### src/rtl/load_store_unit_if.sv
// Request/response and data_mem bus for the load/store unit.
// The slave modport is the LSU; the master modport is the execute stage plus data_mem.
interface load_store_unit_if #(
    parameter int unsigned DATA_W = 32,
    parameter int unsigned ADDR_W = 12
);
    logic              req_valid;
    logic              req_ready;
    logic              req_store;
    logic [1:0]        req_size;
    logic              req_signed;
    logic [ADDR_W+1:0] req_addr;
    logic [DATA_W-1:0] req_wdata;
    logic              dm_we;
    logic [ADDR_W-1:0] dm_addr;
    logic [DATA_W-1:0] dm_data;
    logic [DATA_W-1:0] dm_rdata;
    logic              rsp_valid;
    logic              rsp_ready;
    logic [DATA_W-1:0] rsp_data;
    logic              rsp_err;

    modport slave (
        input  req_valid, req_store, req_size, req_signed, req_addr, req_wdata,
        input  dm_rdata, rsp_ready,
        output req_ready, dm_we, dm_addr, dm_data, rsp_valid, rsp_data, rsp_err
    );

    modport master (
        output req_valid, req_store, req_size, req_signed, req_addr, req_wdata,
        output dm_rdata, rsp_ready,
        input  req_ready, dm_we, dm_addr, dm_data, rsp_valid, rsp_data, rsp_err
    );
endinterface

### src/rtl/load_store_unit.sv
// Memory-access stage: one load/store at a time, byte/half/word with extension on loads
// and read-modify-write for sub-word stores; bad requests answer with rsp_err and never touch memory.
module load_store_unit #(
    parameter int unsigned DATA_W    = 32,
    parameter int unsigned ADDR_W    = 12,
    parameter int unsigned MEM_DEPTH = 32
) (
    input  logic                clk,
    input  logic                rst_n,
    load_store_unit_if.slave    lsu
);
    localparam int unsigned BYTE_AW = ADDR_W + 2;

    typedef enum logic [2:0] {S_IDLE, S_READ, S_CAPT, S_WRITE, S_RESP} state_e;

    state_e            state_q, state_d;
    logic              store_q, store_d;
    logic [1:0]        size_q, size_d;
    logic              signed_q, signed_d;
    logic [1:0]        lane_q, lane_d;
    logic [DATA_W-1:0] wdata_q, wdata_d;
    logic              req_ready_q, req_ready_d;
    logic              dm_we_q, dm_we_d;
    logic [ADDR_W-1:0] dm_addr_q, dm_addr_d;
    logic [DATA_W-1:0] dm_data_q, dm_data_d;
    logic              rsp_valid_q, rsp_valid_d;
    logic [DATA_W-1:0] rsp_data_q, rsp_data_d;
    logic              rsp_err_q, rsp_err_d;

    logic [ADDR_W-1:0] req_waddr_c;
    logic              req_err_c;
    logic [7:0]        rd_byte_c;
    logic [15:0]       rd_half_c;
    logic [DATA_W-1:0] load_res_c;
    logic [DATA_W-1:0] merged_c;

    // Request legality: size, alignment and implemented range.
    always_comb begin
        req_waddr_c = lsu.req_addr[BYTE_AW-1:2];
        req_err_c   = 1'b0;
        case (lsu.req_size)
            2'b00:   req_err_c = 1'b0;
            2'b01:   req_err_c = lsu.req_addr[0];
            2'b10:   req_err_c = |lsu.req_addr[1:0];
            default: req_err_c = 1'b1;
        endcase
        if ({1'b0, req_waddr_c} >= (ADDR_W+1)'(MEM_DEPTH)) req_err_c = 1'b1;
    end

    // Lane select/extend for loads and lane merge for sub-word stores.
    always_comb begin
        rd_byte_c = lsu.dm_rdata[{lane_q, 3'b000} +: 8];
        rd_half_c = lsu.dm_rdata[{lane_q[1], 4'b0000} +: 16];
        case (size_q)
            2'b00:   load_res_c = {{(DATA_W-8){signed_q & rd_byte_c[7]}}, rd_byte_c};
            2'b01:   load_res_c = {{(DATA_W-16){signed_q & rd_half_c[15]}}, rd_half_c};
            default: load_res_c = lsu.dm_rdata;
        endcase
        merged_c = lsu.dm_rdata;
        if (size_q == 2'b00) merged_c[{lane_q, 3'b000} +: 8] = wdata_q[7:0];
        else                 merged_c[{lane_q[1], 4'b0000} +: 16] = wdata_q[15:0];
    end

    // Next-state and next-output logic; outputs are computed for the state being entered.
    always_comb begin
        state_d    = state_q;
        store_d    = store_q;
        size_d     = size_q;
        signed_d   = signed_q;
        lane_d     = lane_q;
        wdata_d    = wdata_q;
        dm_addr_d  = dm_addr_q;
        dm_data_d  = dm_data_q;
        rsp_data_d = rsp_data_q;
        rsp_err_d  = rsp_err_q;
        case (state_q)
            S_IDLE: begin
                if (lsu.req_valid && req_ready_q) begin
                    store_d    = lsu.req_store;
                    size_d     = lsu.req_size;
                    signed_d   = lsu.req_signed;
                    lane_d     = lsu.req_addr[1:0];
                    wdata_d    = lsu.req_wdata;
                    rsp_data_d = '0;
                    rsp_err_d  = req_err_c;
                    if (req_err_c) begin
                        state_d = S_RESP;
                    end else if (lsu.req_store && lsu.req_size == 2'b10) begin
                        state_d   = S_WRITE;
                        dm_addr_d = req_waddr_c;
                        dm_data_d = lsu.req_wdata;
                    end else begin
                        state_d   = S_READ;
                        dm_addr_d = req_waddr_c;
                    end
                end
            end
            S_READ:  state_d = S_CAPT;
            S_CAPT: begin
                if (store_q) begin
                    state_d   = S_WRITE;
                    dm_data_d = merged_c;
                end else begin
                    state_d    = S_RESP;
                    rsp_data_d = load_res_c;
                end
            end
            S_WRITE: state_d = S_RESP;
            S_RESP:  if (lsu.rsp_ready) state_d = S_IDLE;
            default: state_d = S_IDLE;
        endcase
        req_ready_d = (state_d == S_IDLE);
        dm_we_d     = (state_d == S_WRITE);
        rsp_valid_d = (state_d == S_RESP);
    end

    always_ff @(posedge clk or negedge rst_n) begin
        if (!rst_n) begin
            state_q     <= S_IDLE;
            store_q     <= 1'b0;
            size_q      <= 2'b00;
            signed_q    <= 1'b0;
            lane_q      <= 2'b00;
            wdata_q     <= '0;
            req_ready_q <= 1'b0;
            dm_we_q     <= 1'b0;
            dm_addr_q   <= '0;
            dm_data_q   <= '0;
            rsp_valid_q <= 1'b0;
            rsp_data_q  <= '0;
            rsp_err_q   <= 1'b0;
        end else begin
            state_q     <= state_d;
            store_q     <= store_d;
            size_q      <= size_d;
            signed_q    <= signed_d;
            lane_q      <= lane_d;
            wdata_q     <= wdata_d;
            req_ready_q <= req_ready_d;
            dm_we_q     <= dm_we_d;
            dm_addr_q   <= dm_addr_d;
            dm_data_q   <= dm_data_d;
            rsp_valid_q <= rsp_valid_d;
            rsp_data_q  <= rsp_data_d;
            rsp_err_q   <= rsp_err_d;
        end
    end

    assign lsu.req_ready = req_ready_q;
    assign lsu.dm_we     = dm_we_q;
    assign lsu.dm_addr   = dm_addr_q;
    assign lsu.dm_data   = dm_data_q;
    assign lsu.rsp_valid = rsp_valid_q;
    assign lsu.rsp_data  = rsp_data_q;
    assign lsu.rsp_err   = rsp_err_q;
endmodule

### src/flat_wrapper.sv
// flat-port wrapper written by rule: the top's interface ports become plain ports
module load_store_unit_flat 
#(
    parameter int unsigned DATA_W    = 32,
    parameter int unsigned ADDR_W    = 12,
    parameter int unsigned MEM_DEPTH = 32
)
  (clk, rst_n, lsu_req_valid, lsu_req_store, lsu_req_size, lsu_req_signed, lsu_req_addr, lsu_req_wdata, lsu_dm_rdata, lsu_rsp_ready, lsu_req_ready, lsu_dm_we, lsu_dm_addr, lsu_dm_data, lsu_rsp_valid, lsu_rsp_data, lsu_rsp_err);
  load_store_unit_if #(.DATA_W(DATA_W), .ADDR_W(ADDR_W)) lsu_i ();
  input  logic clk;
  input  logic rst_n;
  input wire logic [$bits(lsu_i.req_valid)-1:0] lsu_req_valid;
  input wire logic [$bits(lsu_i.req_store)-1:0] lsu_req_store;
  input wire logic [$bits(lsu_i.req_size)-1:0] lsu_req_size;
  input wire logic [$bits(lsu_i.req_signed)-1:0] lsu_req_signed;
  input wire logic [$bits(lsu_i.req_addr)-1:0] lsu_req_addr;
  input wire logic [$bits(lsu_i.req_wdata)-1:0] lsu_req_wdata;
  input wire logic [$bits(lsu_i.dm_rdata)-1:0] lsu_dm_rdata;
  input wire logic [$bits(lsu_i.rsp_ready)-1:0] lsu_rsp_ready;
  output wire logic [$bits(lsu_i.req_ready)-1:0] lsu_req_ready;
  output wire logic [$bits(lsu_i.dm_we)-1:0] lsu_dm_we;
  output wire logic [$bits(lsu_i.dm_addr)-1:0] lsu_dm_addr;
  output wire logic [$bits(lsu_i.dm_data)-1:0] lsu_dm_data;
  output wire logic [$bits(lsu_i.rsp_valid)-1:0] lsu_rsp_valid;
  output wire logic [$bits(lsu_i.rsp_data)-1:0] lsu_rsp_data;
  output wire logic [$bits(lsu_i.rsp_err)-1:0] lsu_rsp_err;
  assign lsu_i.req_valid = lsu_req_valid;
  assign lsu_i.req_store = lsu_req_store;
  assign lsu_i.req_size = lsu_req_size;
  assign lsu_i.req_signed = lsu_req_signed;
  assign lsu_i.req_addr = lsu_req_addr;
  assign lsu_i.req_wdata = lsu_req_wdata;
  assign lsu_i.dm_rdata = lsu_dm_rdata;
  assign lsu_i.rsp_ready = lsu_rsp_ready;
  assign lsu_req_ready = lsu_i.req_ready;
  assign lsu_dm_we = lsu_i.dm_we;
  assign lsu_dm_addr = lsu_i.dm_addr;
  assign lsu_dm_data = lsu_i.dm_data;
  assign lsu_rsp_valid = lsu_i.rsp_valid;
  assign lsu_rsp_data = lsu_i.rsp_data;
  assign lsu_rsp_err = lsu_i.rsp_err;
  load_store_unit #(.DATA_W(DATA_W), .ADDR_W(ADDR_W), .MEM_DEPTH(MEM_DEPTH)) u_core (.clk(clk), .rst_n(rst_n), .lsu(lsu_i));
endmodule
### config.mk
export PLATFORM = sky130hd
export DESIGN_NAME = load_store_unit_flat
export DESIGN_NICKNAME = d
export VERILOG_FILES = /design/src/rtl/load_store_unit_if.sv /design/src/rtl/load_store_unit.sv /design/src/flat_wrapper.sv
export SDC_FILE = /design/constraint.sdc
export NUM_CORES = 1
export LEC_CHECK = 0
export CAP_MARGIN = 20
export CELL_PAD_IN_SITES_DETAIL_PLACEMENT = 1
export CELL_PAD_IN_SITES_GLOBAL_PLACEMENT = 1
export CORE_ASPECT_RATIO = 2
export CORE_MARGIN = 2
export CORE_UTILIZATION = 41
export CTS_BUF_LIST = sky130_fd_sc_hd__clkbuf_4 sky130_fd_sc_hd__clkbuf_8
export DETAILED_ROUTE_END_ITERATION = 16
export PLACE_DENSITY_LB_ADDON = 0.25
export SLEW_MARGIN = 20
export SYNTH_ARGS = -nofsm -noshare
export SYNTH_HDL_FRONTEND = slang
export SYNTH_SLANG_ARGS = --single-unit
### constraint.sdc
create_clock -name clk -period 3.5 [get_ports clk]
set_input_delay 1.05 -clock clk [delete_from_list [all_inputs] [get_ports clk]]
set_output_delay 1.05 -clock clk [all_outputs]
set_load 0.05 [all_outputs]
# Yosys cells after proc, flatten, opt, wreduce, memory -nomap -nowiden
# Index checks and enable logic that the tools add are counted.
[op_classes]
eq_ne = 14
n_shift = 6
n_bitwise = 3
reduce_logical = 12
muxes = 20
n_addsub = 2
n_lt_le_gt_ge = 1
[ops]
columns = ["operator", "n"]
rows = [
  ["$mux W32", 7],
  ["$pmux W32 S2", 3],
  ["$bwmux W32", 2],
  ["$shift A16 B7 Y32 const A", 1],
  ["$shift A8 B7 Y32 const A", 1],
  ["$shiftx A16 B7 Y32", 1],
  ["$shiftx A32 B6 Y16", 1],
  ["$shiftx A32 B6 Y8", 1],
  ["$shiftx A8 B7 Y32", 1],
  ["$pmux W3 S5", 1],
  ["$neg A5 Y7", 2],
  ["$ge A12 B6 Y1 const B", 1],
  ["$mux W3", 4],
  ["$eq A3 B2 Y1 const B", 3],
  ["$eq A3 B3 Y1 const B", 2],
  ["$logic_not A3 Y1", 2],
  ["$ne A2 B1 Y1 const B", 3],
  ["$reduce_and A3 Y1", 2],
  ["$reduce_and A5 Y1", 1],
  ["$eq A2 B1 Y1 const B", 2],
  ["$logic_not A2 Y1", 2],
  ["$ne A2 B2 Y1 const B", 2],
  ["$eq A3 B1 Y1 const B", 1],
  ["$pmux W1 S3", 1],
  ["9 further kinds", 11],
]
[totals]
regBits = 105
in_bits = 86
out_inout_bits = 80
wordCells = 71

# Logic depth before layout (Yosys ltp)
[logic_depth]
ltp_word = 7
mapped_depth = 9
mapped_depth_nobuf = 7

# Worst setup path after synthesis
# Ideal clock, no wire load.
[synth_path]
path_type = "input to register"
startpoint = "input port lsu_req_addr[13]"
endpoint = "register u_core.dm_data_q[0], in the netlist u_core.lsu.dm_data[0]"
path_slack_ns = 0.941
stages = 8
arrival_ns = 2.433
required_time_ns = 3.375
path_buffers = 3
setup_ns = 0.125
cell_sequence = "nor4_1 -> o211a_1 -> and2_4 -> buf_6 -> o22a_1 -> buf_6 -> buf_6 -> mux2_4"
[synth_between]
elab_chain_cells = 4
[synth_rtl]
columns = ["item", "line", "source"]
rows = [
  ["from (decl)", "flat_wrapper.sv:16", "input wire logic [$bits(lsu_i.req_addr)-1:0] lsu_req_addr;"],
  ["$ge A12 B6 Y1", "load_store_unit.sv:47", "if ({1'b0, req_waddr_c} >= (ADDR_W+1)'(MEM_DEPTH)) req_err_c = 1'b1;"],
  ["$mux W1", "load_store_unit.sv:47", ""],
  ["$ne A2 B2 Y1 (no source line)", "--", ""],
  ["$reduce_and A5 Y1 (no source line)", "--", ""],
  ["to (signal assigned)", "load_store_unit.sv:142", "dm_data_q <= dm_data_d;"],
  ["to (decl)", "load_store_unit.sv:25", "logic [DATA_W-1:0] dm_data_q, dm_data_d;"],
]
# Every way passes these cells.
# A chain may end at the register's enable or synchronous reset.

# Final worst setup path
[layout_path]
startpoint = "input port lsu_dm_rdata[31]"
endpoint = "register u_core.rsp_data_q[19], in the netlist u_core.lsu.rsp_data[19]"
[layout_between]
elab_chain_cells = 5
elab_cells_between_ends = 7
cone_classes = "shift (2); mux (3); bitwise (2)"
[layout_rtl]
columns = ["item", "line", "source"]
rows = [
  ["from (decl)", "flat_wrapper.sv:18", "input wire logic [$bits(lsu_i.dm_rdata)-1:0] lsu_dm_rdata;"],
  ["$shiftx A32 B6 Y16 / $shiftx A32 B6 Y8 (equally long branches)", "load_store_unit.sv:53, load_store_unit.sv:52", ""],
  ["$and A1 B1 Y1 (on tied branches)", "load_store_unit.sv:56, load_store_unit.sv:55", ""],
  ["$pmux W32 S2 (*)", "load_store_unit.sv:54", "case (size_q)"],
  ["$mux W32 (*)", "load_store_unit.sv:100", "if (store_q) begin"],
  ["$pmux W32 S2 (*)", "load_store_unit.sv:76", "case (state_q)"],
  ["to (signal assigned)", "load_store_unit.sv:144", "rsp_data_q <= rsp_data_d;"],
  ["to (decl)", "load_store_unit.sv:27", "logic [DATA_W-1:0] rsp_data_q, rsp_data_d;"],
]
# Every way passes the cells marked *; elsewhere a longest branch is shown, timed or not. The select of a mux whose other input is x is not followed.

==> results.txt <==
outcome: complete, no violations
Post-Syn Instances: 528
area grow syn2layout: 33.7%
internal power: 2380 uW
CTS buffer count: 9
post-cts resize count: 0
worst hold start: u_core.lsu.rsp_data[1]
Synth Warn #: 0
register bit count reported by yosys: 105
synthesized-area fraction occupied by ao, oa, aoi and oai cells: 19.0%
buffers and inverters on the worst path: 1
syn_nets: 619
Yosys top cell by area: dfrtp_1
fin crit share: 84.5%
async set-reset flop share out of synthesis: 100%
DRT Pass-1 Iters: 5
DR iter-0 viols: 324
max-slew violations: 0
Clk pwr share: 17.7%
crit-path leading delay family: compound AO/OA/AOI/OAI gates
DR WL/cell: 24.6 um
clk sinks: 105
first-pass GRT wire length: 33400 um
Post-Synth Simple-Gate Area: 9.91%
Slew @ Worst Pin: 0.951 ns
post-CTS setup buffers: 0
Post-Synth XOR/XNOR Area: 0%
relative slew slack: 36.6%
Worst setup EP type: flip-flop
hold depth: 2
GRT Total Usage: 28.7%
adder-cell area share of the yosys netlist: 1.07%
commonest cells after routing, fill and taps aside: 164 x clkdlybuf4s50_1, 105 x dfrtp_1, 77 x o21ai_0
cell depth of the worst flop-to-flop path: 6
share of post-route cells with drive strength above 1: 20.7%
Die Y: 173 um
DRC: 0
Setup WS pre-CTS: 0.203 ns
Root Buffer: clkbuf_8
Worst path max stage delay: 0.90 ns
final hold vios: 0
RR Endpoint: u_core.lsu.dm_data[11]
TritonCTS clock tree: yes
CP Cell Sequence: clkdlybuf4s50_1 -> mux4_2 -> nand2_1 -> a2111oi_4 -> a221o_1
Setup TNS Final: 0 ns
Core ar.: 14000 um2
CTS H-tree lvls: 3
post-route ant nets: 0
largest family of logic cells by synthesized area: multiplexers
DR vias/cell: 5.89
Design Area, Final: 7850 um2
Sequential Power Share: 39.0%
Worst Skew: 0.0157 ns
Post-Syn Area: 5870 um2
post-DP HPWL: 16200 um
number of antenna diodes: 0
Die ar.: 15400 um2
gr ovfl total: 0
Reg clk slew, reported paths: 0.11 ns
num rows: 61
RePlAce Congestion: 0.969
minimum clock period: 2.96 ns
Comb pwr share: 43.3%
RSZ-0062 raised after global routing: no
RR Startpoint: u_core.lane_q[0]
DIE WIDTH: 88.6 um
PortBufs: 165
final setup fails: 0
final WL: 21500 um
via count: 5144
worst-path maximum fanout: 16
pwr/cell area: 521 nW/um2
VDD IR max: 0.287 mV
post-synth top area share: 44.7%
largest cells by area after synthesis: dfrtp_1 45%, mux2_2 12%, mux2_4 7.4%, o21ai_0 6.6%, a221oi_1 4.8%
Psw: 1710 uW
Worst EP required: 3.81 ns
FF-to-FF setup slack: 0.71 ns
Max Cap Viol: 0
largest net degree at the start of global routing: 57
Achievable Freq: 338 MHz
Max clock buf depth: 2
vias in the first global route: 5861
Sw Share: 41.8%
Filler cells: 1508
prevailing post-synth register cell: dfrtp_1
Initial Util: 42.0%
final setup margin: 0.543 ns
antenna violations before repair: 0
hold_buf cts: 0
Leakage: 0.00331 uW
Setup CP Type: primary input to flip-flop
CP Launch Type: primary input
min-delay worst type: flip-flop to flip-flop
post-synthesis mux area share: 20.8%
synthesized area per cell: 11.1 um2
Slowest-stage cell, CP: a2111oi_4
Hold Path End: u_core.lsu.rsp_data[1]
top-level port count: 166
Post-synth EDFFs: 0
critical path arrival: 3.26 ns
count of cell types in the netlist: 45
sequential area share after synthesis: 44.7%
DP Area: 7670 um2
worst-skew pair later-pin latency: 0.38 ns
# nets final: 771
most common cell after layout, fill and taps aside: clkdlybuf4s50_1
[layout make-up]
type / instances / area [um2] / share of cell area (%)
timing repair buffer: 180 / 1790 / 22.8
clock buffer: 11 / 139 / 1.77
tap: 189 / 236 / 3.01
inverter: 11 / 41.3 / 0.526
multi-input combinational: 373 / 2980 / 38.0
clock inverter: 5 / 38.8 / 0.494
sequential: 105 / 2630 / 33.5
[state kept, by name, summed over array words and instances (netlist names), 2 cells and up]
signal / count
u_core.lsu.rsp_data: 32
u_core.size_q: 2
u_core.state_q: 3
u_core.wdata_q: 16
u_core.lane_q: 2
u_core.lsu.dm_data: 32
u_core.lsu.dm_addr: 12
[through the flow]
stage                     cells  utilization [%]  power, uW  hold WS [ns]
final                       874             56.2       4090         0.483
after global placement      858             54.9       3290         0.460
after floorplan             528                -       2750         0.494
after CTS                   874             56.2       4090         0.490
after detailed placement    858             54.9       3370         0.464
after global routing        874             56.2       4310         0.525
[how the worst max path moves through the flow]
stage / startpoint / endpoint / slack, ns / cells past startpoint
global placement: lsu_req_addr[13] / u_core.lsu.dm_data[22] / 0.31 / 7
CTS: lsu_dm_rdata[15] / u_core.lsu.rsp_data[19] / 0.61 / 5
floorplan: lsu_req_addr[13] / u_core.lsu.dm_data[0] / 0.94 / 8
global route: lsu_dm_rdata[31] / u_core.lsu.rsp_data[19] / 0.44 / 5
detailed placement: lsu_dm_rdata[15] / u_core.lsu.rsp_data[22] / 0.20 / 5
finish: lsu_dm_rdata[31] / u_core.lsu.rsp_data[19] / 0.54 / 5
[synth_stat cells (all sizes together), types with 2 or more instances]
cell    number
a21oi        2
a221o       17
a221oi      32
a222oi       4
a22o         2
a22oi        4
a32o         8
and2         2
buf         22
clkbuf      17
clkinv       4
dfrtp      105
ha           5
inv          7
mux2        95
mux2i        2
nand2       67
nand2b      10
nor2        12
nor2b        9
nor3         3
nor4         3
nor4b        3
o21a         2
o21ai       78
or2          3
[power groups by stage]
| stage | clock, uW | combinational, uW | sequential, uW |
|---|---|---|---|
| after global routing | 779 | 1920 | 1610 |
| after CTS | 739 | 1770 | 1590 |
| final | 726 | 1770 | 1600 |
| after global placement | 0 | 1700 | 1590 |
| after floorplan | 0 | 1190 | 1570 |
| after detailed placement | 0 | 1760 | 1610 |
[routing by layer]
layer	global-route usage [%]	share of wire [%]	vias up
li1	-	-	2277
met1	32.8	35	2588
met2	49.8	54	223
met3	5.00	5.9	56
met4	14.1	5.1	0
met5	0	0	-
[cells by family after synthesis]
family	count (synthesis)
buffers and inverters	50
adders and majority gates	5
muxes	98
AOI/OAI and AO/OA	156
and+or+nand+nor	114
DFF	105
[worst register-to-register path, delay by kind of cell (launching register included)]
kind	cells	cell delay, ns
buffers and inverters	1	0.25
DFF	1	0.53
adders and majority gates	1	0.46
muxes	1	0.21
and+or+nand+nor	1	0.80
AOI/OAI and AO/OA	2	0.50
(Power assumes the default switching activity.)
